==> src/rtl/div_unit_pkg.sv <==
// Shared definitions for the iterative divider: FSM encodings and handshake constants.
package div_unit_pkg;

  localparam int DATA_W = 32;
  localparam int CNT_W  = 6;

  typedef enum logic [1:0] {
    FREE    = 2'b00,
    BY_ZERO = 2'b01,
    ON      = 2'b10,
    END     = 2'b11
  } div_state_e;

  localparam logic DivStart          = 1'b1;
  localparam logic DivStop           = 1'b0;
  localparam logic DivResultReady    = 1'b1;
  localparam logic DivResultNotReady = 1'b0;

endpackage

==> src/rtl/div_step.sv <==
// One restoring radix-2 division step: shift in the next dividend bit, trial-subtract the divisor.
module div_step
  import div_unit_pkg::*;
(
  input  logic [DATA_W-1:0] i_rem,
  input  logic              i_bit,
  input  logic [DATA_W-1:0] i_divisor,
  output logic [DATA_W-1:0] o_rem,
  output logic              o_qbit
);

  logic [DATA_W:0] w_shifted;
  logic [DATA_W:0] w_diff;

  assign w_shifted = {i_rem, i_bit};
  assign w_diff    = w_shifted - {1'b0, i_divisor};

  // Shifted value is always below 2*divisor, so the borrow bit alone decides the quotient bit
  assign o_qbit = ~w_diff[DATA_W];
  assign o_rem  = o_qbit ? w_diff[DATA_W-1:0] : w_shifted[DATA_W-1:0];

endmodule

==> src/rtl/div_unit.sv <==
// 32-cycle restoring divider (DIV/DIVU) with annul and divide-by-zero handling.
// Optional macro DIV_BYZERO_FLAG_EN adds the registered div_by_zero_o output.
module div_unit
  import div_unit_pkg::*;
(
  input  logic                  clk,
  input  logic                  rst,
  input  logic                  signed_div_i,
  input  logic [DATA_W-1:0]     opdata1_i,
  input  logic [DATA_W-1:0]     opdata2_i,
  input  logic                  start_i,
  input  logic                  annul_i,
  output logic [2*DATA_W-1:0]   result_o,
  output logic                  ready_o,
  output logic                  stallreq_o
`ifdef DIV_BYZERO_FLAG_EN
  ,
  output logic                  div_by_zero_o
`endif
);

  function automatic logic [DATA_W-1:0] cond_neg(input logic neg, input logic [DATA_W-1:0] v);
    return neg ? (~v + 1'b1) : v;
  endfunction

  div_state_e        r_state;
  logic [CNT_W-1:0]  r_cnt;
  logic [DATA_W-1:0] r_rem;
  logic [DATA_W-1:0] r_quo;
  logic [DATA_W-1:0] r_divisor;
  logic              r_neg_q;
  logic              r_neg_r;

  logic signed [DATA_W-1:0] w_op1_s;
  logic signed [DATA_W-1:0] w_op2_s;
  logic              w_neg1;
  logic              w_neg2;
  logic              w_accept;
  logic [DATA_W-1:0] w_rem_next;
  logic [DATA_W-1:0] w_quo_next;
  logic              w_qbit;

  assign w_op1_s  = opdata1_i;
  assign w_op2_s  = opdata2_i;
  assign w_neg1   = signed_div_i & w_op1_s[DATA_W-1];
  assign w_neg2   = signed_div_i & w_op2_s[DATA_W-1];
  assign w_accept = (r_state == FREE) & (start_i == DivStart) & ~annul_i;

  assign stallreq_o = start_i & ~annul_i & (r_state != END);

  div_step u_step (
    .i_rem     (r_rem),
    .i_bit     (r_quo[DATA_W-1]),
    .i_divisor (r_divisor),
    .o_rem     (w_rem_next),
    .o_qbit    (w_qbit)
  );

  assign w_quo_next = {r_quo[DATA_W-2:0], w_qbit};

  // Datapath: dividend magnitude shifts out of r_quo while quotient bits shift in
  always_ff @(posedge clk) begin
    if (w_accept) begin
      r_rem     <= '0;
      r_quo     <= cond_neg(w_neg1, opdata1_i);
      r_divisor <= cond_neg(w_neg2, opdata2_i);
      r_neg_q   <= w_neg1 ^ w_neg2;
      r_neg_r   <= w_neg1;
    end else if (r_state == ON) begin
      r_rem <= w_rem_next;
      r_quo <= w_quo_next;
    end
  end

  always_ff @(posedge clk) begin
    if (!rst) begin
      r_state  <= FREE;
      r_cnt    <= '0;
      result_o <= '0;
      ready_o  <= DivResultNotReady;
    end else begin
      case (r_state)
        FREE: begin
          result_o <= '0;
          ready_o  <= DivResultNotReady;
          if (w_accept) begin
            r_cnt   <= '0;
            r_state <= (opdata2_i == '0) ? BY_ZERO : ON;
          end
        end
        BY_ZERO: begin
          result_o <= '0;
          if (annul_i) begin
            r_state <= FREE;
            ready_o <= DivResultNotReady;
          end else begin
            r_state <= END;
            ready_o <= DivResultReady;
          end
        end
        ON: begin
          if (annul_i) begin
            r_state  <= FREE;
            r_cnt    <= '0;
            result_o <= '0;
            ready_o  <= DivResultNotReady;
          end else if (r_cnt == CNT_W'(DATA_W - 1)) begin
            r_state  <= END;
            r_cnt    <= CNT_W'(DATA_W);
            result_o <= {cond_neg(r_neg_r, w_rem_next), cond_neg(r_neg_q, w_quo_next)};
            ready_o  <= DivResultReady;
          end else begin
            r_cnt <= r_cnt + 1'b1;
          end
        end
        END: begin
          if (start_i == DivStop) begin
            r_state  <= FREE;
            r_cnt    <= '0;
            result_o <= '0;
            ready_o  <= DivResultNotReady;
          end
        end
        default: begin
          r_state  <= FREE;
          r_cnt    <= '0;
          result_o <= '0;
          ready_o  <= DivResultNotReady;
        end
      endcase
    end
  end

`ifdef DIV_BYZERO_FLAG_EN
  always_ff @(posedge clk) begin
    if (!rst) begin
      div_by_zero_o <= 1'b0;
    end else if ((r_state == BY_ZERO) && !annul_i) begin
      div_by_zero_o <= 1'b1;
    end else if ((r_state == END) && (start_i == DivStop)) begin
      div_by_zero_o <= 1'b0;
    end
  end
`endif

endmodule
==> config.mk <==
export PLATFORM = sky130hd
export DESIGN_NAME = div_unit
export DESIGN_NICKNAME = d
export VERILOG_FILES = /design/src/rtl/div_unit_pkg.sv /design/src/rtl/div_step.sv /design/src/rtl/div_unit.sv
export SDC_FILE = /design/constraint.sdc
export NUM_CORES = 1
export LEC_CHECK = 0
export ABC_CLOCK_PERIOD_IN_PS = 5900
export CAP_MARGIN = 10
export CORE_ASPECT_RATIO = 1.75
export CORE_MARGIN = 8
export CORE_UTILIZATION = 40
export DETAILED_ROUTE_END_ITERATION = 8
export GPL_TIMING_DRIVEN = 0
export SLEW_MARGIN = 30
export SYNTH_ARGS = -nofsm -noshare
export SYNTH_HDL_FRONTEND = slang
export SYNTH_SLANG_ARGS = --single-unit
==> constraint.sdc <==
create_clock -name clk -period 5.9 [get_ports clk]
set_input_delay 0.885 -clock clk [delete_from_list [all_inputs] [get_ports clk]]
set_output_delay 0.885 -clock clk [all_outputs]
set_load 0.005 [all_outputs]
Word level (Yosys, flattened, before mapping). Index checks and enable logic that the tools add are counted. W data, S select, Z words.

Register bits: 171. Input bits: 69. Output and inout bits: 66. Logic and storage cells: 72.

$add $sub $neg: 6. Equality and inequality tests: 8. Muxes and demuxes: 28. Bitwise operators: 13. Reduce and logical (&&, ||, !) cells: 8.

Operators with widths (count): $mux W32 (7); $mux W64 (3); $pmux W64 S3 (1); $add A32 B1 Y32 const B (4); $not A32 Y32 (4); $sub A33 B32 Y33 (1); $logic_not A32 Y1 (1); $mux W6 (4); $pmux W6 S3 (1); $mux W2 (6); $pmux W2 S4 (1); $add A6 B1 Y6 const B (1); $and A1 B1 Y1 (6); $eq A6 B5 Y1 const B (1); $ne A2 B2 Y1 const B (3); $reduce_and A3 Y1 (2); $eq A2 B2 Y1 const B (2); $mux W1 (4); $pmux W1 S4 (1); $ne A3 B2 Y1 const B (1); $reduce_bool A3 Y1 (1); $eq A2 B1 Y1 const B (1); $logic_not A2 Y1 (1); $not A1 Y1 (2); 4 further kinds (4).

Longest topological paths before layout.
Depth after elaboration: 8. Depth in mapped cells: 23. Mapped depth without buffers: 22.

Cells and area by module. Synthesis repeated with hierarchy kept, for this count alone.

Cells, all modules: 1233. Area total of the unflattened synthesis: 11076.9 um2.

Modules (own cells, without submodules): div_unit (times used 1, cells an instance 924, area each 8759.7 um2, sequential area each 4083.9 um2); div_step (times used 1, cells an instance 309, area each 2317.2 um2, sequential area each 0.0 um2).

Worst setup path after synthesis. No wires, ideal clock.

Path kind: register -> register. From: register r_quo[31]. To: register result_o[62]. Library setup time: 0.062 ns. Arrival time: 5.097 ns. Data required time: 5.838 ns. Path slack: 0.741 ns. Stages on the path, launching flop included: 22. Path buffers: 2. Period minus slack after synthesis: 5.159 ns. Cells stage by stage: edfxtp_1 inv_1 ha_1 inv_1 fa_1 a211oi_2 o211ai_2 nand2_1 a2111oi_2 o21a_1 nor2_2 buf_6 buf_2 mux2i_1 ha_1 inv_1 or4_1 or3b_1 mux2_2 or3b_1 or4_1 nand3_1.

Word-level cells in the longest chain between the ends: 8.

RTL lines: start, declared (line div_unit.sv:29) `logic [DATA_W-1:0] r_quo;`; start signal, assigned (line div_unit.sv:65) `r_quo <= cond_neg(w_neg1, opdata1_i);`; start signal, assigned (line div_unit.sv:71) `r_quo <= w_quo_next;`; $sub A33 B32 Y33 (line div_step.sv:16) `assign w_diff = w_shifted - {1'b0, i_divisor};`; $mux W32 (*) (line div_step.sv:20) `assign o_rem = o_qbit ? w_diff[DATA_W-1:0] : w_shifted[DATA_W-1:0];`; $not A32 Y32 (line div_unit.sv:23) `return neg ? (~v + 1'b1) : v;`; $add A32 B1 Y32 (line div_unit.sv:23); $mux W32 (*) (line div_unit.sv:23); $mux W64 (*) (line div_unit.sv:107) `end else if (r_cnt == CNT_W'(DATA_W - 1)) begin`; $mux W64 (*) (line div_unit.sv:102) `if (annul_i) begin`; $pmux W64 S3 (*) (line div_unit.sv:82) `case (r_state)`; end signal, assigned (line div_unit.sv:110) `result_o <= {cond_neg(r_neg_r, w_rem_next), cond_neg(r_neg_q, w_quo_next)};`; end, declared (line div_unit.sv:13) `output logic [2*DATA_W-1:0] result_o,`.

Mark *: on every way between the ends. The rest lies on a longest branch, timed or not. The select of a mux whose other input is x is not followed. A chain may end at the register's enable or synchronous reset.

Worst setup path in the final report. Same ends and word-level chain as after synthesis.

==> metrics.md <==
| Metric | Value |
|---|---|
| Syn avg cell area | `8.31 um^2` |
| Outcome | `finished, final reports clean` |
| CTS buffer count | `17` |
| Leak | `5.17 nW` |
| Area after DPL | `0.0135 mm^2` |
| Maximum VDD drop | `approximately 0.28 mV` |
| Post-detailed-route wirelength per cell | `20.3 um` |
| Clock slew at reported path FFs | `70 ps` |
| 1st-iter DRT viols | `659` |
| Post-synthesis cell type count | `86` |
| Die area | `0.0350 mm^2` |
| CP Data Required Time | `6290 ps` |
| TNS Setup | `0 ps` |
| Vias | `~11000` |
| Power Density | `518 mW/mm^2` |
| Fill cells | `around 2800` |
| DRC viols | `0` |
| CTS tree | `built` |
| Final std cells w/o fill | `around 2000` |
| H-tree Lvls | `4` |
| Antenna diodes | `0` |
| Arr. time, crit path | `6040 ps` |
| Number of buffers inserted by hold repair at cts | `0` |
| Number of port buffers | `134` |
| Design area | `between 0.01 and 0.015 mm^2` |
| P&R area growth vs syn | `21.7%` |
| Asr flop ratio synth | `0%` |
| WL final | `39600 um` |
| CP endpoint kind | `register` |
| Avg Vias per Cell | `~5.6` |
| Row count | `82` |
| Grt total ovfl | `0` |
| Sequential area share after synthesis | `35.1%` |
| Synthesized cell area | `0.0116 mm^2` |
| Relative slew margins | `a little under half` |
| RePlAce Congestion | `0.954` |
| Post-synth EDFFs | `66` |
| Worst-Skew Late Latency | `460 ps` |
| Fmax | `177 MHz` |
| Placed Instances | `1913` |
| Number of global-route vias before repair | `about 11000` |
| Core area | `0.0286 mm^2` |
| Worst slew pin tran | `820 ps` |
| Die X | `145 um` |
| Period utilization | `a little over nine tenths` |
| Clk sinks | `~170` |
| Drt first pass iters | `5` |
| MaxCap Viol Count | `0` |
| Share of cells above drive strength 1 | `around 6.3%` |
| Skew final | `~15 ps` |
| Gate count of the mapped netlist | `1399` |
| # IOs | `135` |
| Fin nets | `1667` |
| Final Setup Violations | `0` |
| Final core occ | `49.4%` |
| Max FO, Critical Path | `10` |
| Initial antenna violation count | `0` |
| Yosys warnings | `0` |
| Yosys reg bits | `171` |
| Unrepaired setup endpoints after global routing | `false` |
| Max Buffers Root-to-Sink | `2` |
| Synth Flop Type | `dfxtp_1` |
| Worst min path class | `register to register` |
| Root buffer cell | `clkbuf_16` |
| Shortest period the worst path allows | `5650 ps` |
| Die H | `241 um` |
| Kind of critical path | `register to register` |
| Post-DRT Antenna Nets | `0` |
| Type of origin of the critical path | `register` |
| Final hold violation count | `0` |
| Starting Density | `40.6%` |
| GRT Total Usage | `between 20% and 30%` |
| First-pass GRT wire length | `60600 um` |
| Pin count of the biggest net entering global routing | `31` |
| Mapped Nets | `1511` |
| Slew Limit Fails | `0` |
| Final HPWL DP | `32100 um` |
-- routing by layer --
layer / part of all wire [%] / track usage [%] / wire length (um) / up-vias
met1: 34 / 20.9 / 13400 / 5129
met5: 0 / 0 / 0 / -
met3: 3.1 / 3.00 / 1210 / 129
met2: 56 / 44.3 / 22000 / 316
met4: 7.6 / 18.7 / 3000 / 0
li1: - / - / - / 5340
-- final cells by class --
class                           instances  area, um^2  share of cell area, %
Sequential cell                       171        4080                   28.9
Multi-Input combinational cell       1097        7070                   50.0
Clock inverter                         15         154                   1.09
Inverter                               68         255                   1.80
Buffer                                 62         274                   1.94
Clock buffer                           17         425                   3.01
Timing Repair Buffer                  138        1400                   9.93
Tap cell                              378         473                   3.34
-- flip-flops by register name (all words and copies together), names as in the netlist --
register / count
result_o: 64
r_divisor: 32
r_quo: 32
r_rem: 32
r_cnt: 6
r_state: 2
r_neg_q: 1
r_neg_r: 1
ready_o: 1
-- critical path, cell delays in order, from the launching register on --
cell,delay [ps]
edfxtp_1,430
inv_1,80
ha_1,160
inv_1,60
fa_1,470
a211oi_2,280
o211ai_2,200
nand2_1,240
a2111oi_4,120
o21a_1,230
nor2_4,270
inv_2,120
clkbuf_2,260
a21oi_4,290
ha_1,200
inv_1,80
or4_1,540
or3b_1,360
mux2_2,320
or3b_1,380
or4_1,410
nand3_1,70
-- cells in the mapped netlist (4+ instances only) --
library cell  count  share of area, %
nand2_1         171               5.5
o21ai_0         121               5.2
nor2_1          106               3.4
dfxtp_1         105                18
xnor2_1          81               6.1
a21oi_1          74               3.2
edfxtp_1         66                17
inv_1            66               2.1
xor2_1           59               4.4
clkbuf_1         47               1.5
ha_1             42               4.5
nor3_1           37               1.6
a211oi_1         31               2.0
nor2b_1          29               1.6
nand3_1          27               1.2
o31ai_1          26               1.7
mux2i_1          24               2.1
a31oi_1          20               1.1
and2_1           18              0.97
or3_1            18              0.97
a22oi_1          17               1.1
nor4_1           17              0.92
a21boi_0         13              0.84
and3_1           11              0.59
nand4_1          10              0.54
a21o_1            9              0.58
buf_2             9              0.39
nand2b_1          9              0.48
o41ai_1           9              0.68
or4_1             9              0.58
o21ai_1           8              0.34
nor3b_1           7              0.45
o211ai_1          7              0.45
o21a_1            6              0.39
or2_2             6              0.32
mux2_2            4              0.39
nand3b_1          4              0.26
-- metrics by stage --
stage	power, mW	hold slack [ps]	worst slack [ps]
2_1_floorplan	4.69	442	741
3_3_place_gp	6.05	437	-403
3_5_place_dp	6.12	440	-391
4_1_cts	7.28	450	8.36
5_1_grt	7.82	472	19.8
6_report	7.33	446	255
-- kinds of logic (layout without fill, tap and decap cells) --
group	count (synthesis)	count (layout)	share of synthesized area, %
XOR/XNOR	140	140	10.6
adder cells (fa/ha/maj)	43	43	4.69
AO/OA/AOI/OAI	387	387	21.6
AND/OR/NAND/NOR	499	499	21.1
multiplexers	28	28	2.46
buffers and inverters	131	300	4.53
flip-flops	171	171	35.1
-- final timing paths --
kind | start | end | slack, ps | depth (start not counted)
worst max-delay path | r_quo[31] | result_o[62] | 250 | 21
worst min-delay path | result_o[48] | result_o[48] | 450 | 2
worst max register to register | r_quo[31] | result_o[62] | 250 | 21
worst min register to register | result_o[48] | result_o[48] | 450 | 2
-- what timing repair did --
item,CTS,global route
buffers inserted,0,2
resized for setup,5,10
hold endpoints to repair,0,0
pin swaps,0,1
endpoints found under the setup margin,8,8
-- cells in the final DEF (no fill, tap or decap), types with 59 or more instances in the layout --
cell type / n
nand2_1: 171
inv_1: 66
clkdlybuf4s50_1: 134
dfxtp_1: 105
o21ai_0: 121
a21oi_1: 73
nor2_1: 106
xor2_1: 59
edfxtp_1: 66
xnor2_1: 81
-- report_power, final --
group / internal, mW / total, mW / switching, mW / leakage (nW)
combinational: 1.54 / 4.21 / 2.66 / 3.41
sequential: 1.61 / 1.99 / 0.381 / 1.48
clock: 0.597 / 1.13 / 0.534 / 0.290
No activity file was read; power rests on OpenSTA's default activity.
